--- src/rtl/alu_mp_seq.sv ---
// Multi-precision add/sub sequencer: one WORDS*N-bit op driven through a shared N-bit alu, LSB word first.
// Latency WORDS clocks accept-to-rsp_valid; response held until rsp_ready. Optional ALU_SEQ_BACK2BACK_EN.
// Backpressure: req_ready only when idle (or retiring in DONE with ALU_SEQ_BACK2BACK_EN).
`ifndef ALU_ADD
`define ALU_ADD 6'd0
`endif

module alu_mp_seq #(
  parameter int N     = 8,
  parameter int WORDS = 4
) (
  input  logic                 clk,
  input  logic                 rst_n,
  input  logic                 req_valid,
  output logic                 req_ready,
  input  logic [1:0]           req_op,
  input  logic                 req_cin,
  input  logic [N*WORDS-1:0]   req_a,
  input  logic [N*WORDS-1:0]   req_b,
  output logic                 rsp_valid,
  input  logic                 rsp_ready,
  output logic [N*WORDS-1:0]   rsp_out,
  output logic                 rsp_cout,
  output logic                 rsp_overflow,
  output logic                 rsp_sign,
  output logic                 rsp_zero,
  output logic [N-1:0]         alu_a,
  output logic [N-1:0]         alu_b,
  output logic [5:0]           alu_op,
  output logic                 alu_cin,
  input  logic [N-1:0]         alu_out,
  input  logic                 alu_cout,
  input  logic                 alu_zero
);

  localparam int W  = N * WORDS;
  localparam int IW = (WORDS > 1) ? $clog2(WORDS) : 1;

  typedef enum logic [1:0] {S_IDLE, S_RUN, S_DONE} state_t;

  state_t          state_q, state_d;
  logic [IW-1:0]   idx_q, idx_d;
  logic [W-1:0]    a_q, a_d;
  logic [W-1:0]    b_q, b_d;
  logic            carry_q, carry_d;
  logic            zacc_q, zacc_d;
  logic [W-1:0]    out_q, out_d;
  logic            cout_q, cout_d;
  logic            ovf_q, ovf_d;
  logic            sign_q, sign_d;
  logic            zero_q, zero_d;
  logic            is_sub;

  assign is_sub    = (req_op == 2'd1);
  assign alu_op    = `ALU_ADD;
  assign rsp_valid = (state_q == S_DONE);
  assign rsp_out      = out_q;
  assign rsp_cout     = cout_q;
  assign rsp_overflow = ovf_q;
  assign rsp_sign     = sign_q;
  assign rsp_zero     = zero_q;

  always_comb begin
    state_d   = state_q;
    idx_d     = idx_q;
    a_d       = a_q;
    b_d       = b_q;
    carry_d   = carry_q;
    zacc_d    = zacc_q;
    out_d     = out_q;
    cout_d    = cout_q;
    ovf_d     = ovf_q;
    sign_d    = sign_q;
    zero_d    = zero_q;
    req_ready = 1'b0;
    alu_a     = '0;
    alu_b     = '0;
    alu_cin   = 1'b0;

    case (state_q)
      S_IDLE: req_ready = 1'b1;
      S_RUN: begin
        alu_a   = a_q[idx_q*N +: N];
        alu_b   = b_q[idx_q*N +: N];
        alu_cin = carry_q;
        out_d[idx_q*N +: N] = alu_out;
        carry_d = alu_cout;
        zacc_d  = zacc_q & alu_zero;
        if (idx_q == IW'(WORDS - 1)) begin
          cout_d  = alu_cout;
          zero_d  = zacc_q & alu_zero;
          sign_d  = alu_out[N-1];
          ovf_d   = (a_q[W-1] == b_q[W-1]) & (alu_out[N-1] != a_q[W-1]);
          state_d = S_DONE;
        end else begin
          idx_d = idx_q + IW'(1);
        end
      end
      S_DONE: begin
`ifdef ALU_SEQ_BACK2BACK_EN
        req_ready = rsp_ready;
`endif
        if (rsp_ready) state_d = S_IDLE;
      end
      default: state_d = S_IDLE;
    endcase

    // A new request overrides the DONE->IDLE retire when back-to-back is enabled.
    if (req_valid && req_ready) begin
      a_d     = req_a;
      b_d     = is_sub ? ~req_b : req_b;
      carry_d = is_sub ? ~req_cin : req_cin;
      zacc_d  = 1'b1;
      idx_d   = '0;
      state_d = S_RUN;
    end
  end

  always_ff @(posedge clk or negedge rst_n) begin
    if (!rst_n) begin
      state_q <= S_IDLE;
      idx_q   <= '0;
      a_q     <= '0;
      b_q     <= '0;
      carry_q <= 1'b0;
      zacc_q  <= 1'b0;
      out_q   <= '0;
      cout_q  <= 1'b0;
      ovf_q   <= 1'b0;
      sign_q  <= 1'b0;
      zero_q  <= 1'b0;
    end else begin
      state_q <= state_d;
      idx_q   <= idx_d;
      a_q     <= a_d;
      b_q     <= b_d;
      carry_q <= carry_d;
      zacc_q  <= zacc_d;
      out_q   <= out_d;
      cout_q  <= cout_d;
      ovf_q   <= ovf_d;
      sign_q  <= sign_d;
      zero_q  <= zero_d;
    end
  end

endmodule

--- config.mk ---
export PLATFORM = sky130hd
export DESIGN_NAME = alu_mp_seq
export DESIGN_NICKNAME = d
export VERILOG_FILES = /design/src/rtl/alu_mp_seq.sv
export SDC_FILE = /design/constraint.sdc
export NUM_CORES = 1
export LEC_CHECK = 0
export ABC_CLOCK_PERIOD_IN_PS = 2100
export CORE_MARGIN = 2
export CORE_UTILIZATION = 45
export CTS_BUF_LIST = sky130_fd_sc_hd__clkbuf_16
export DETAILED_ROUTE_END_ITERATION = 8
export GPL_ROUTABILITY_DRIVEN = 0
export HOLD_SLACK_MARGIN = 0.02
export PLACE_DENSITY = 0.72
export SLEW_MARGIN = 20
export SYNTH_ARGS = -nofsm -noshare
export SYNTH_HDL_FRONTEND = slang
export SYNTH_SLANG_ARGS = --single-unit
--- constraint.sdc ---
create_clock -name clk -period 2.1 [get_ports clk]
set_input_delay 0.21 -clock clk [delete_from_list [all_inputs] [get_ports clk]]
set_output_delay 0.21 -clock clk [all_outputs]
set_load 0.05 [all_outputs]
# Word-level counts from Yosys, hierarchy flattened
# Cells that the tools add are included.
# totals
register_bits,106
out_inout_bits,61
# op_classes
eq_ne,10
n_reduce_logical,6
shifts,4
n_mux,18
bitwise_logic,4
add_sub_neg,2
# op_table
op,count
$shiftx 32x6->8,2
$neg 5->34,1
$shift 8x34->32 const A,1
$shiftx 8x34->32,1
$bwmux 32,1
$mux 32,1
$not 32->32,1
$mux 8,2
$mux 2,6
$mux 1,7
$pmux 2 s3,1
$eq 2x1->1 const B,2
$eq 2x2->1 const B,2
$reduce_and 2->1,2
$ne 3x1->1 const B,1
$ne 3x3->1 const B,1
$reduce_and 3->1,1
$add 2x1->2 const B,1
$and 1x1->1,2
$logic_not 2->1,1
$ne 2x1->1 const B,1
$ne 2x2->1 const B,1
$reduce_bool 2->1,1
$eq 1x1->1,1
other kinds (3),3

# Longest topological paths before layout
# Gate-level depths: netlist of the first run.
# depth
word_depth,5
ltp_mapped,8
ltp_nobuf,5

# Worst setup path before layout of the first run
# No wires, ideal clock.
# synth_path
kind,register to register
startpoint,register idx_q[1]
endpoint,register out_q[0] (netlist: rsp_out[0])
path_slack_ns,0.209
t_arrival_ns,1.824
required_ns,2.033
setup_time_ns,0.067
path_stages_with_launch,8
path_cell_list,dfrtp_1 -> buf_2 -> buf_2 -> inv_1 -> ha_1 -> nand4bb_1 -> nor2_1 -> a22o_1
# synth_between
elab_chain_cells,3
elab_cells_between_ends,4
# synth_rtl
element,line_no,text
from (decl),42,"logic [IW-1:0] idx_q, idx_d;"
from (signal assigned),134,idx_q <= idx_d;
$neg 5->34 (*),86,out_d[idx_q*N +: N] = alu_out;
$shiftx 8x34->32 or $shift 8x34->32 (tied branches),86,
$bwmux 32 (*),86,
to (signal assigned),139,out_q <= out_d;
to (decl),47,"logic [W-1:0] out_q, out_d;"
# Mark *: on every way between the ends. The rest lies on a longest branch, timed or not.
# A chain may end at the register's enable or synchronous reset.

# Final worst setup path of the first run
# layout_path
startpoint,register idx_q[0]
endpoint,output alu_a[2]
# layout_between
elab_chain_cells,2
# layout_rtl
element,line_no,text
$shiftx 32x6->8,83,alu_a = a_q[idx_q*N +: N];
$mux 8,80,case (state_q)
to (decl),27,"output logic [N-1:0] alu_a,"
# No other way between the ends.

==> impl_metrics.yaml, run 1 <==
route:
  drc: 0
  ant_nets: 0
  wirelength_um: 11270
  drt-initial-drc-count: 98
  wl_per_cell_um: 16.28
  drt-pass1-iter-count: 4
  viasPerCell: 5.055
  vias: 3498
synthesis:
  syn-instance-count: 412
  netlist_area_um2: 5030
  syn_avg_cell_area_um2: 12.21
  yosysWarnings: 0
  synth_top_area_share_pct: 52.74
  yosys.cell_types.count: 32
  synth_seq_cells: 106
  yosysTopAreaCell: "dfrtp_1"
  synthTopCellsByArea: "dfrtp_1 (53%), mux2_2 (7.4%), xnor2_1 (5.9%), mux4_2 (4.0%), mux4_1 (3.7%)"
  yosysSeqAreaShare_pct: 52.74
timing:
  post-route-period-util_pct: 97.25
  finalHoldViolations: 0
  final_max_slew_viol_count: 0
  fin_worst_skew_ns: 0.004912
  tns_ns: 0
  max_freq_ghz: 0.4897
  slew_headroom_pct: 64.51
  setup_viol: 0
  post-route-min-period_ns: 2.042
  worst_slew_pin_slew_ns: 0.5308
floorplan:
  initial_utilization_pct: 46.20
  core_um2: 10890
  rows: 38
  ios: 142
  dieArea_um2: 12040
  die_w_um: 109.7
  die_height_um: 109.7
power_and_ir_drop:
  power_density_nw_per_um2: 1716
  power_w: 0.01170
  vdd_ir_drop_max_v: 0.001049
  p_leak_nw: 2.807
global_routing:
  grt_pass1_wl_um: 17690
  antenna_found_initial: 0
  grt_pass1_vias: 3510
  gr-total-overflow: 0
  grt_use_total_pct: 19.43
  grt_max_degree: 59
clock_tree:
  cts_made_buffers: 9
  clk_pin_slew_ns: 0.07
  clk-insertion-delay-late_ns: 0.33
  cts_tree: "built"
  htreeDepth: 3
  root_buffer: "clkbuf_16"
  clock-sinks: 106
  cts_buffer_depth: 2
run:
  maxCapViolations: 0
place:
  port_buffers: 135
  dp_hpwl_um: 8208
  place_area_um2: 6475
finish:
  final_cell_area_um2: 6819
  drive_gt1_share_pct: 18.66
  n_antenna_cell: 0
  nets: 633
  area_growth_pct: 35.57
  final_util_pct: 62.63
hold_path:
  min_path_type: "input port to asynchronous set/reset pin"
worst_setup_path:
  critPathLaunchType: "register"
  worstSetupPathType: "register to primary output"
  crit_fanout: 7
  endpoint_kind: "primary output"
  critPathRequiredTime_ns: 1.89
  cp.arrival_ns: 1.83
status:
  status: "completed"
[layer usage]
| metal | up-vias | track usage (%) | routed length [µm] |
|---|---|---|---|
| li1 | 1688 | - | - |
| met1 | 1698 | 25.20 | 4820 |
| met2 | 102 | 33.11 | 5724 |
| met3 | 10 | 3.557 | 606 |
| met4 | 0 | 6.148 | 114 |
| met5 | - | 0 | 0 |
[final timing paths]
check / startpoint / to / slack (ns) / cells past startpoint
max: idx_q[0]$_DFFE_PN0P_ / alu_a[2] / 0.06 / 4
min: rst_n / rsp_out[28]$_DFFE_PN0P_ / 0.33 / 2
max reg2reg: idx_q[0]$_DFFE_PN0P_ / rsp_out[29]$_DFFE_PN0P_ / 0.12 / 6
min reg2reg: rsp_zero$_DFFE_PN0P_ / rsp_zero$_DFFE_PN0P_ / 0.49 / 2
max in group asynchronous: rst_n / b_q[31]$_DFFE_PN0P_ / 1.17 / 3
min in group clk: rsp_ready / state_q[1]$_DFFE_PN0P_ / 0.46 / 2
[cell type report]
class | instances | area (µm²)
clock buffer | 9 | 225.2
clock inverter | 7 | 71.32
fill | 916 | 4069
inverter | 4 | 20.02
multi-input combinational | 275 | 2151
sequential | 106 | 2653
tap | 140 | 175.2
timing repair buffer | 151 | 1524
[cell usage after synthesis (all sizes together)]
cell and n:
a21oi 34, a22o 16, and3b 1, and4bb 1, buf 29, clkbuf 3, conb 1, dfrtp 106
ha 5, inv 4, mux2 34, mux2i 2, mux4 16, nand2 38, nand2b 2, nand3b 4
nand4bb 1, nor2 38, nor2b 17, nor3b 2, nor4b 2, o21ai 22, xnor2 34
[kinds of logic after synthesis]
group	synth area share [%]
AOI/OAI and AO/OA	8.358
other	0.07456
DFF	52.74
muxes	15.70
xor gates and xnor gates	5.920
adders and majority gates	1.244
buffers and inverters	5.099
and+or+nand+nor	10.87
[power breakdown]
part           internal (W)  switching, W  total [W]  leakage (nW)
Combinational       0.00268       0.00381    0.00649          1.37
Clock              0.000922      0.000723    0.00164         0.143
Sequential          0.00300      0.000566    0.00357          1.29
[critical path: stages, from the launching register on]
cell	delay [ns]
dfrtp_1	0.43
buf_8	0.17
mux4_1	0.56
nor2b_1	0.14
buf_4	0.19
[flip-flops by register name (all words and copies together) (netlist names), 2 cells and up]
register	count
a_q	32
b_q	32
rsp_out	32
idx_q	2
state_q	2
[cell usage in the layout (no fill, tap or decap), drive strengths merged, types with 2 or more instances in the layout]
master | Yosys | final
mux2i | 2 | 2
conb | 1 | 6
dfrtp | 106 | 106
nor2b | 17 | 17
a22o | 16 | 16
nand3b | 4 | 4
nor3b | 2 | 2
xnor2 | 34 | 34
clkdlybuf4s50 | 0 | 115
nand2b | 2 | 2
ha | 5 | 5
buf | 29 | 34
nand2 | 38 | 38
clkinv | 0 | 3
mux4 | 16 | 16
o21ai | 22 | 22
inv | 4 | 5
mux2 | 34 | 34
nor4b | 2 | 2
clkbuf | 3 | 10
a21oi | 34 | 34
nor2 | 38 | 38
clkinvlp | 0 | 2
[what timing repair did]
item,in CTS,in global routing
pin swaps,0,1
buffers inserted,0,2
endpoints found under the setup margin,3,10
gates resized for setup,2,9
hold buffers,1,0
gates cloned,0,0
endpoints found under the hold margin,24,0
[stage by stage]
stage	setup slack, ns	std cells	hold WS (ns)
after floorplan	0.2088	417	-0.08559
after global placement	0.2816	673	0.1477
after detailed placement	0.2125	673	0.1499
after CTS	0.003018	690	0.3312
after global routing	-0.01353	692	0.3553
final	0.05776	692	0.3278
Note: power is estimated with default switching activity, not from simulation.
==> run 2: changes to the inputs <==
- CTS_CLUSTER_DIAMETER: default -> 40
==> results of run 2 <==
No change in the layout: final DEF, timing and power equal those of run 1.
